## config.mk

```make
export PLATFORM = sky130hd
export DESIGN_NAME = output_register_bank
export DESIGN_NICKNAME = d
export VERILOG_FILES = /design/src/rtl/output_register_bank_pkg.sv /design/src/rtl/output_register_channel.sv /design/src/rtl/output_register_bank.sv
export SDC_FILE = /design/constraint.sdc
export NUM_CORES = 2
export LEC_CHECK = 0
export BUFFER_PORTS_ARGS = -buffer_cell sky130_fd_sc_hd__buf_4
export CORE_MARGIN = 3
export CORE_UTILIZATION = 40
export DETAILED_ROUTE_END_ITERATION = 8
export PLACE_DENSITY = 0.56
export SYNTH_ARGS = -nofsm -noshare
export SYNTH_HDL_FRONTEND = slang
export SYNTH_SLANG_ARGS = --single-unit
```

## constraint.sdc

```tcl
create_clock -name clk -period 7.4 [get_ports clk]
set_input_delay 0.74 -clock clk [delete_from_list [all_inputs] [get_ports clk]]
set_output_delay 0.74 -clock clk [all_outputs]
set_load 0.1 [all_outputs]
```

## src/rtl/output_register_bank_pkg.sv

```systemverilog
// Shared op codes, control-block layout and byte-lane helper for the output register bank.
package output_register_bank_pkg;

  typedef enum logic [2:0] {
    OP_WRITE  = 3'd0,
    OP_SET    = 3'd1,
    OP_CLEAR  = 3'd2,
    OP_TOGGLE = 3'd3,
    OP_PULSE  = 3'd4,
    OP_OUTPUT = 3'd5
  } op_e;

  localparam logic [2:0] CONTROL_CHANNEL = 3'd7;

  localparam logic [2:0] CTL_CONFIG       = 3'd0;
  localparam logic [2:0] CTL_COMMIT       = 3'd1;
  localparam logic [2:0] CTL_PULSE_LENGTH = 3'd2;
  localparam logic [2:0] CTL_STATUS       = 3'd3;

  localparam int CONFIG_SHADOW_BIT = 0;

  function automatic logic [31:0] byte_mask(input logic [3:0] be);
    logic [31:0] m;
    m = '0;
    for (int i = 0; i < 4; i++) m[i*8 +: 8] = {8{be[i]}};
    return m;
  endfunction

endpackage

```

## src/rtl/output_register_channel.sv

```systemverilog
// One channel: shadow S, active A, pulse mask P and pulse counter; updates on the clk edge,
// output is A with P XORed on while the counter is non-zero. No backpressure.
module output_register_channel
  import output_register_bank_pkg::*;
#(
  parameter int               WIDTH       = 32,
  parameter int               PULSE_WIDTH = 16,
  parameter logic [WIDTH-1:0] DEFAULT     = '0
) (
  input  logic                   clk,
  input  logic                   rst,
  input  logic                   i_wr_vld,
  input  logic [2:0]             i_op,
  input  logic [WIDTH-1:0]       i_dat,
  input  logic [WIDTH-1:0]       i_mask,
  input  logic                   i_shadow,
  input  logic                   i_commit,
  input  logic                   i_pulse_vld,
  input  logic [PULSE_WIDTH-1:0] i_pulse_len,
  output logic [WIDTH-1:0]       o_shadow,
  output logic [WIDTH-1:0]       o_pulse_mask,
  output logic [WIDTH-1:0]       o_value,
  output logic                   o_pulse_active,
  output logic                   o_dirty
);

  logic [WIDTH-1:0]       r_shadow;
  logic [WIDTH-1:0]       r_active;
  logic [WIDTH-1:0]       r_pmask;
  logic [PULSE_WIDTH-1:0] r_cnt;
  logic [WIDTH-1:0]       w_s_next;

  always_comb begin
    w_s_next = r_shadow;
    case (op_e'(i_op))
      OP_WRITE:  w_s_next = i_dat | (r_shadow & ~i_mask);
      OP_SET:    w_s_next = r_shadow | i_dat;
      OP_CLEAR:  w_s_next = r_shadow & ~i_dat;
      OP_TOGGLE: w_s_next = r_shadow ^ i_dat;
      default:   w_s_next = r_shadow;
    endcase
  end

  always_ff @(posedge clk) begin
    if (rst) begin
      r_shadow <= DEFAULT;
      r_active <= DEFAULT;
      r_pmask  <= '0;
      r_cnt    <= '0;
    end else begin
      if (i_wr_vld) begin
        r_shadow <= w_s_next;
        if (!i_shadow) r_active <= w_s_next;
      end
      // commit and channel writes address different blocks, so they never coincide
      if (i_commit) r_active <= r_shadow;
      if (i_pulse_vld) begin
        r_pmask <= i_dat;
        r_cnt   <= i_pulse_len;
      end else if (r_cnt != '0) begin
        r_cnt <= r_cnt - 1'b1;
      end
    end
  end

  assign o_shadow       = r_shadow;
  assign o_pulse_mask   = r_pmask;
  assign o_pulse_active = (r_cnt != '0);
  assign o_value        = r_active ^ (o_pulse_active ? r_pmask : '0);
  assign o_dirty        = (r_shadow != r_active);

endmodule

```

## src/rtl/output_register_bank.sv

```systemverilog
// Bus-mapped bank of CHANNELS output registers with shadow/commit and timed pulses.
// Reads are combinational, writes land on the next clk edge; the bus never stalls.
module output_register_bank
  import output_register_bank_pkg::*;
#(
  parameter int          WIDTH       = 32,
  parameter int          CHANNELS    = 4,
  parameter logic [3:0]  ADDRESS     = 4'h0,
  parameter logic [31:0] DEFAULT     = 32'b0,
  parameter int          PULSE_WIDTH = 16
) (
  input  logic                      clk,
  input  logic                      rst,
  input  logic                      enable,
  input  logic                      peripheralBus_we,
  input  logic                      peripheralBus_oe,
  input  logic [11:0]               peripheralBus_address,
  input  logic [3:0]                peripheralBus_byteSelect,
  output logic [31:0]               peripheralBus_dataRead,
  input  logic [31:0]               peripheralBus_dataWrite,
  output logic                      requestOutput,
  output logic [CHANNELS*WIDTH-1:0] currentValue
);

  logic                   w_sel, w_we, w_oe;
  logic [2:0]             w_ch, w_op;
  logic [31:0]            w_m32, w_d32;
  logic                   w_ctl_we;
  logic                   r_config;
  logic [PULSE_WIDTH-1:0] r_pulse_len;

  logic [WIDTH-1:0] w_shadow [CHANNELS];
  logic [WIDTH-1:0] w_pmask  [CHANNELS];
  logic [WIDTH-1:0] w_value  [CHANNELS];
  logic             w_pact   [CHANNELS];
  logic             w_dirty  [CHANNELS];

  assign w_sel    = enable && (peripheralBus_address[11:8] == ADDRESS);
  assign w_we     = w_sel && peripheralBus_we && !peripheralBus_oe;
  assign w_oe     = w_sel && peripheralBus_oe && !peripheralBus_we;
  assign w_ch     = peripheralBus_address[7:5];
  assign w_op     = peripheralBus_address[4:2];
  assign w_m32    = byte_mask(peripheralBus_byteSelect);
  assign w_d32    = peripheralBus_dataWrite & w_m32;
  assign w_ctl_we = w_we && (w_ch == CONTROL_CHANNEL);

  always_ff @(posedge clk) begin
    if (rst) begin
      r_config    <= 1'b0;
      r_pulse_len <= '0;
    end else if (w_ctl_we) begin
      if (w_op == CTL_CONFIG)
        r_config <= w_d32[CONFIG_SHADOW_BIT] | (r_config & ~w_m32[CONFIG_SHADOW_BIT]);
      if (w_op == CTL_PULSE_LENGTH)
        r_pulse_len <= w_d32[PULSE_WIDTH-1:0] | (r_pulse_len & ~w_m32[PULSE_WIDTH-1:0]);
    end
  end

  for (genvar g = 0; g < CHANNELS; g++) begin : g_chan
    logic w_hit;
    assign w_hit = w_we && (w_ch == 3'(g));

    output_register_channel #(
      .WIDTH      (WIDTH),
      .PULSE_WIDTH(PULSE_WIDTH),
      .DEFAULT    (DEFAULT[WIDTH-1:0])
    ) u_chan (
      .clk           (clk),
      .rst           (rst),
      .i_wr_vld      (w_hit && (w_op <= 3'd3)),
      .i_op          (w_op),
      .i_dat         (w_d32[WIDTH-1:0]),
      .i_mask        (w_m32[WIDTH-1:0]),
      .i_shadow      (r_config),
      .i_commit      (w_ctl_we && (w_op == CTL_COMMIT) && w_d32[g]),
      .i_pulse_vld   (w_hit && (w_op == OP_PULSE)),
      .i_pulse_len   (r_pulse_len),
      .o_shadow      (w_shadow[g]),
      .o_pulse_mask  (w_pmask[g]),
      .o_value       (w_value[g]),
      .o_pulse_active(w_pact[g]),
      .o_dirty       (w_dirty[g])
    );

    assign currentValue[g*WIDTH +: WIDTH] = w_value[g];
  end

  logic [31:0] w_status, w_rd_val;
  logic        w_rd_hit;

  always_comb begin
    w_status = '0;
    for (int n = 0; n < CHANNELS; n++) begin
      w_status[n]     = w_pact[n];
      w_status[8 + n] = w_dirty[n];
    end
  end

  always_comb begin
    w_rd_val = '0;
    w_rd_hit = 1'b0;
    if (w_oe) begin
      if (w_ch == CONTROL_CHANNEL) begin
        case (w_op)
          CTL_CONFIG:       begin w_rd_hit = 1'b1; w_rd_val = {31'b0, r_config}; end
          CTL_COMMIT:       w_rd_hit = 1'b1;
          CTL_PULSE_LENGTH: begin w_rd_hit = 1'b1; w_rd_val = 32'(r_pulse_len); end
          CTL_STATUS:       begin w_rd_hit = 1'b1; w_rd_val = w_status; end
          default:          w_rd_hit = 1'b0;
        endcase
      end else begin
        for (int n = 0; n < CHANNELS; n++) begin
          if (w_ch == 3'(n)) begin
            if (w_op <= 3'd3) begin
              w_rd_hit = 1'b1; w_rd_val = 32'(w_shadow[n]);
            end else if (w_op == OP_PULSE) begin
              w_rd_hit = 1'b1; w_rd_val = 32'(w_pmask[n]);
            end else if (w_op == OP_OUTPUT) begin
              w_rd_hit = 1'b1; w_rd_val = 32'(w_value[n]);
            end
          end
        end
      end
    end
  end

  assign peripheralBus_dataRead = w_rd_val & w_m32;
  assign requestOutput          = w_rd_hit;

  logic w_unused;
  assign w_unused = ^{peripheralBus_address[1:0], w_d32};

endmodule

```

==> qor.csv <==
stage;metric;value;unit
outcome;outcome;complete, no violations;
clocking;cts_root_buf;clkbuf_16;
clocking;numClockSinks;465;
clocking;cts_buffers;57;
worst_setup_path;r2r_cells;6;
worst_setup_path;crit_type;flop to output port;
sta;finalHoldViolCount;0;
sta;slew_headroom;8.140;%
clocking;hold_buffers;0;
cells_and_area;drive_above_1_share;11.42;%
run;drv_cap;0;
drt;first_pass_iters;8;
power_and_ir_drop;power_density;225.4;nW/um^2
sta;rsz0062_at_grt;no;
sta;max_freq;0.1687;GHz
floorplanning;row_count;103;
clocking;htreeDepth;2;
synth;async_flop_share;0;%
min_path;min_path_type;input pin to flop;
floorplanning;dieHeight;289.6;um
floorplanning;die_x;289.6;um
clocking;cts_tree;done;
sta;fin_skew;23.56;ps
sta;period_needed;5928;ps
synth;syn_area_per_cell;7.209;um^2
global_routing;track_usage;41.71;%
drt;drtAntennaViolNets;0;
worst_setup_path;start_kind;flop;
synth;ys_ff_latch;465;
place;place_inst;5462;
synth;synth-edff-count;0;
synth;synth_area;32180;um^2
synth;yosys_warnings;0;
drt;drc_errors;0;
worst_setup_path;end_kind;output port;
global_routing;grt_max_degree;124;
clocking;insertion_delay;650;ps
drt;drt_wl_total;181.7;mm
place;port_buffers;211;
min_path;min_path_cells;3;
cells_and_area;nets;4656;
floorplanning;start_util;40.54;%
power_and_ir_drop;switching_share;37.61;%
sta;fin_ws;1472;ps
synth;syn_nets;4649;
power_and_ir_drop;power.switching;3.122;mW
drt;via_per_inst;6.623;
clocking;clk_path_buf_depth;3;
worst_setup_path;cp.arrival;5190;ps
worst_setup_path;worstPathRequired;6660;ps
drt;dr_total_vias;36917;
synth;ys_types;85;
worst_setup_path;r2r_slack;4190;ps
sta;max_slew.worst_pin.slew;1370;ps
floorplanning;core-area;79390;um^2
clocking;post_cts_buffers;0;
power_and_ir_drop;pwr-share-comb;29.3;%
power_and_ir_drop;p_leak;14.14;nW
sta;maxSlewViolCount;0;
worst_setup_path;crit_start;g_chan[0].u_chan.r_cnt[10];
cells_and_area;num-fill-cells;8257;
cells_and_area;final_cell_mix;nand2_1 (818), dfxtp_1 (465), nor2_1 (407), a21oi_1 (406), buf_4 (334);
clocking;path_clk_slew;60;ps
global_routing;grt_pass1_wl;250.9;mm
sta;finalCritPeriodShare;80.10;%
clocking;cts_resized;0;
place;dp_hpwl;126.3;mm
sta;finalSetupTns;0;ps
synth;syn_inst;4464;
floorplanning;io_pins;214;
worst_setup_path;r2r-end;g_chan[0].u_chan.r_active[17];
synth;ys.flop_type;dfxtp_1;
power_and_ir_drop;intPower;5.179;mW
drt;drt_iter0_markers;5459;
global_routing;grt_pass1_vias;32539;
cells_and_area;synthToLayoutAreaGrowth;14.43;%
min_path;min-delay-start;peripheralBus_dataWrite[0];
global_routing;overflow;0;
global_routing;antenna_found_initial;14;
drt;routedWlPerCell;32.60;um
cells_and_area;layout_commonest_cell;nand2_1;
cells_and_area;final_cells;5574;
synth;ys_seq_area_share;28.93;%
power_and_ir_drop;p_seq_share;33.3;%
worst_setup_path;cp_max_fo;31;
place;gp_congestion;1.063;
floorplanning;die_area;83890;um^2
sta;finalSetupViolations;0;
place;post-place-ws;2244;ps
power_and_ir_drop;vdd_drop_max;164.3;uV
power_and_ir_drop;clkPwrFrac;37.4;%
==> final cells by class <==
| type | instances | area (um^2) | share of cell area (%) |
|---|---|---|---|
| Inverter | 69 | 259.0 | 0.7034 |
| Clock inverter | 28 | 331.6 | 0.9004 |
| Timing Repair Buffer | 341 | 2624 | 7.125 |
| Sequential cell | 465 | 9309 | 25.28 |
| Antenna cell | 6 | 15.01 | 0.04077 |
| Multi-Input combinational cell | 3537 | 21280 | 57.80 |
| Tap cell | 1050 | 1314 | 3.568 |
| Clock buffer | 78 | 1688 | 4.584 |
==> worst max-delay path, cell delays in order (launching register included) <==
cell and delay (ps):
dfxtp_1 350, or4_1 910, or4_4 920, and2_1 280, xor2_1 720, o221ai_1 520
a21oi_1 430, buf_4 360
==> synth_stat cells (8+ instances only) <==
cell | instances | share of area [%]
nand4_1 | 25 | 0.49
xor2_1 | 164 | 4.5
a22oi_1 | 70 | 1.6
a21o_1 | 24 | 0.56
buf_2 | 18 | 0.28
a21oi_1 | 406 | 6.3
dfxtp_1 | 465 | 29
nand2_1 | 825 | 9.6
nor4b_1 | 9 | 0.24
nor4_1 | 48 | 0.93
nand3_1 | 70 | 1.1
xnor2_1 | 136 | 3.7
o21bai_1 | 10 | 0.23
inv_1 | 66 | 0.77
a221oi_1 | 22 | 0.60
o22ai_1 | 15 | 0.29
clkbuf_1 | 338 | 3.9
nor3_1 | 63 | 0.98
mux2_2 | 8 | 0.28
a221o_1 | 10 | 0.31
o41ai_1 | 12 | 0.33
a211o_1 | 35 | 0.95
o21ai_0 | 283 | 4.4
mux2i_1 | 23 | 0.72
o31ai_1 | 8 | 0.19
nand3b_1 | 12 | 0.28
nor2b_1 | 20 | 0.39
nand2b_1 | 19 | 0.37
and3_1 | 22 | 0.43
a2111oi_0 | 18 | 0.49
and2_1 | 43 | 0.84
or4_1 | 11 | 0.26
ha_1 | 132 | 5.1
o211ai_1 | 82 | 1.9
a31oi_1 | 23 | 0.45
nor3b_1 | 16 | 0.37
a311oi_1 | 12 | 0.33
a211oi_1 | 268 | 6.3
nor2_1 | 416 | 4.9
or3_1 | 18 | 0.35
buf_1 | 34 | 0.40
a22o_1 | 30 | 0.82
==> worst max path at each step <==
stage	end	cells past startpoint
global placement	peripheralBus_dataRead[8]	9
global route	peripheralBus_dataRead[28]	7
floorplan	peripheralBus_dataRead[8]	10
CTS	peripheralBus_dataRead[28]	7
detailed placement	peripheralBus_dataRead[8]	9
finish	peripheralBus_dataRead[28]	7
==> power groups by stage <==
stage | Sequential [mW] | Clock [mW] | Combinational (mW)
after floorplan | 2.78 | 0 | 1.52
final | 2.77 | 3.10 | 2.43
after detailed placement | 2.81 | 0 | 2.31
after global placement | 2.81 | 0 | 2.29
after global routing | 2.78 | 3.19 | 2.55
after CTS | 2.76 | 3.10 | 2.33
==> through the flow <==
| step | utilization (%) | area [um^2] | hold WS [ps] | total power, mW |
|---|---|---|---|---|
| after detailed placement | 43.82 | 34790 | 462.3 | 5.123 |
| final | 46.38 | 36820 | 372.6 | 8.301 |
| after global routing | 46.37 | 36810 | 368.4 | 8.522 |
| after global placement | 43.82 | 34790 | 456.1 | 5.106 |
| after floorplan | - | 32190 | 442.4 | 4.299 |
| after CTS | 46.37 | 36810 | 349.4 | 8.190 |
==> flip-flops by register name, indices dropped and copies added, names as in the netlist, named ones only <==
name                        cells
g_chan.u_chan.o_shadow        128
g_chan.u_chan.o_pulse_mask    128
g_chan.u_chan.r_active        128
g_chan.u_chan.r_cnt            64
==> kinds of logic (layout without fill, tap and decap cells) <==
| kind of cell | Yosys count | after routing | synth area share (%) |
|---|---|---|---|
| buffers and inverters | 462 | 516 | 5.529 |
| AOI/OAI and AO/OA | 1418 | 1418 | 28.64 |
| other | 0 | 6 | 0 |
| DFF | 465 | 465 | 28.93 |
| and+or+nand+nor | 1656 | 1656 | 22.61 |
| adders and majority gates | 132 | 132 | 5.132 |
| xor gates and xnor gates | 300 | 300 | 8.165 |
| muxes | 31 | 31 | 0.9954 |
==> layer usage <==
| layer | GRT usage, % | share of wire, % |
|---|---|---|
| met5 | 0.7558 | 0.086 |
| met2 | 58.80 | 40 |
| met4 | 29.29 | 8.7 |
| met3 | 12.24 | 13 |
| met1 | 54.18 | 38 |
No activity file was read; power rests on OpenSTA's default activity.
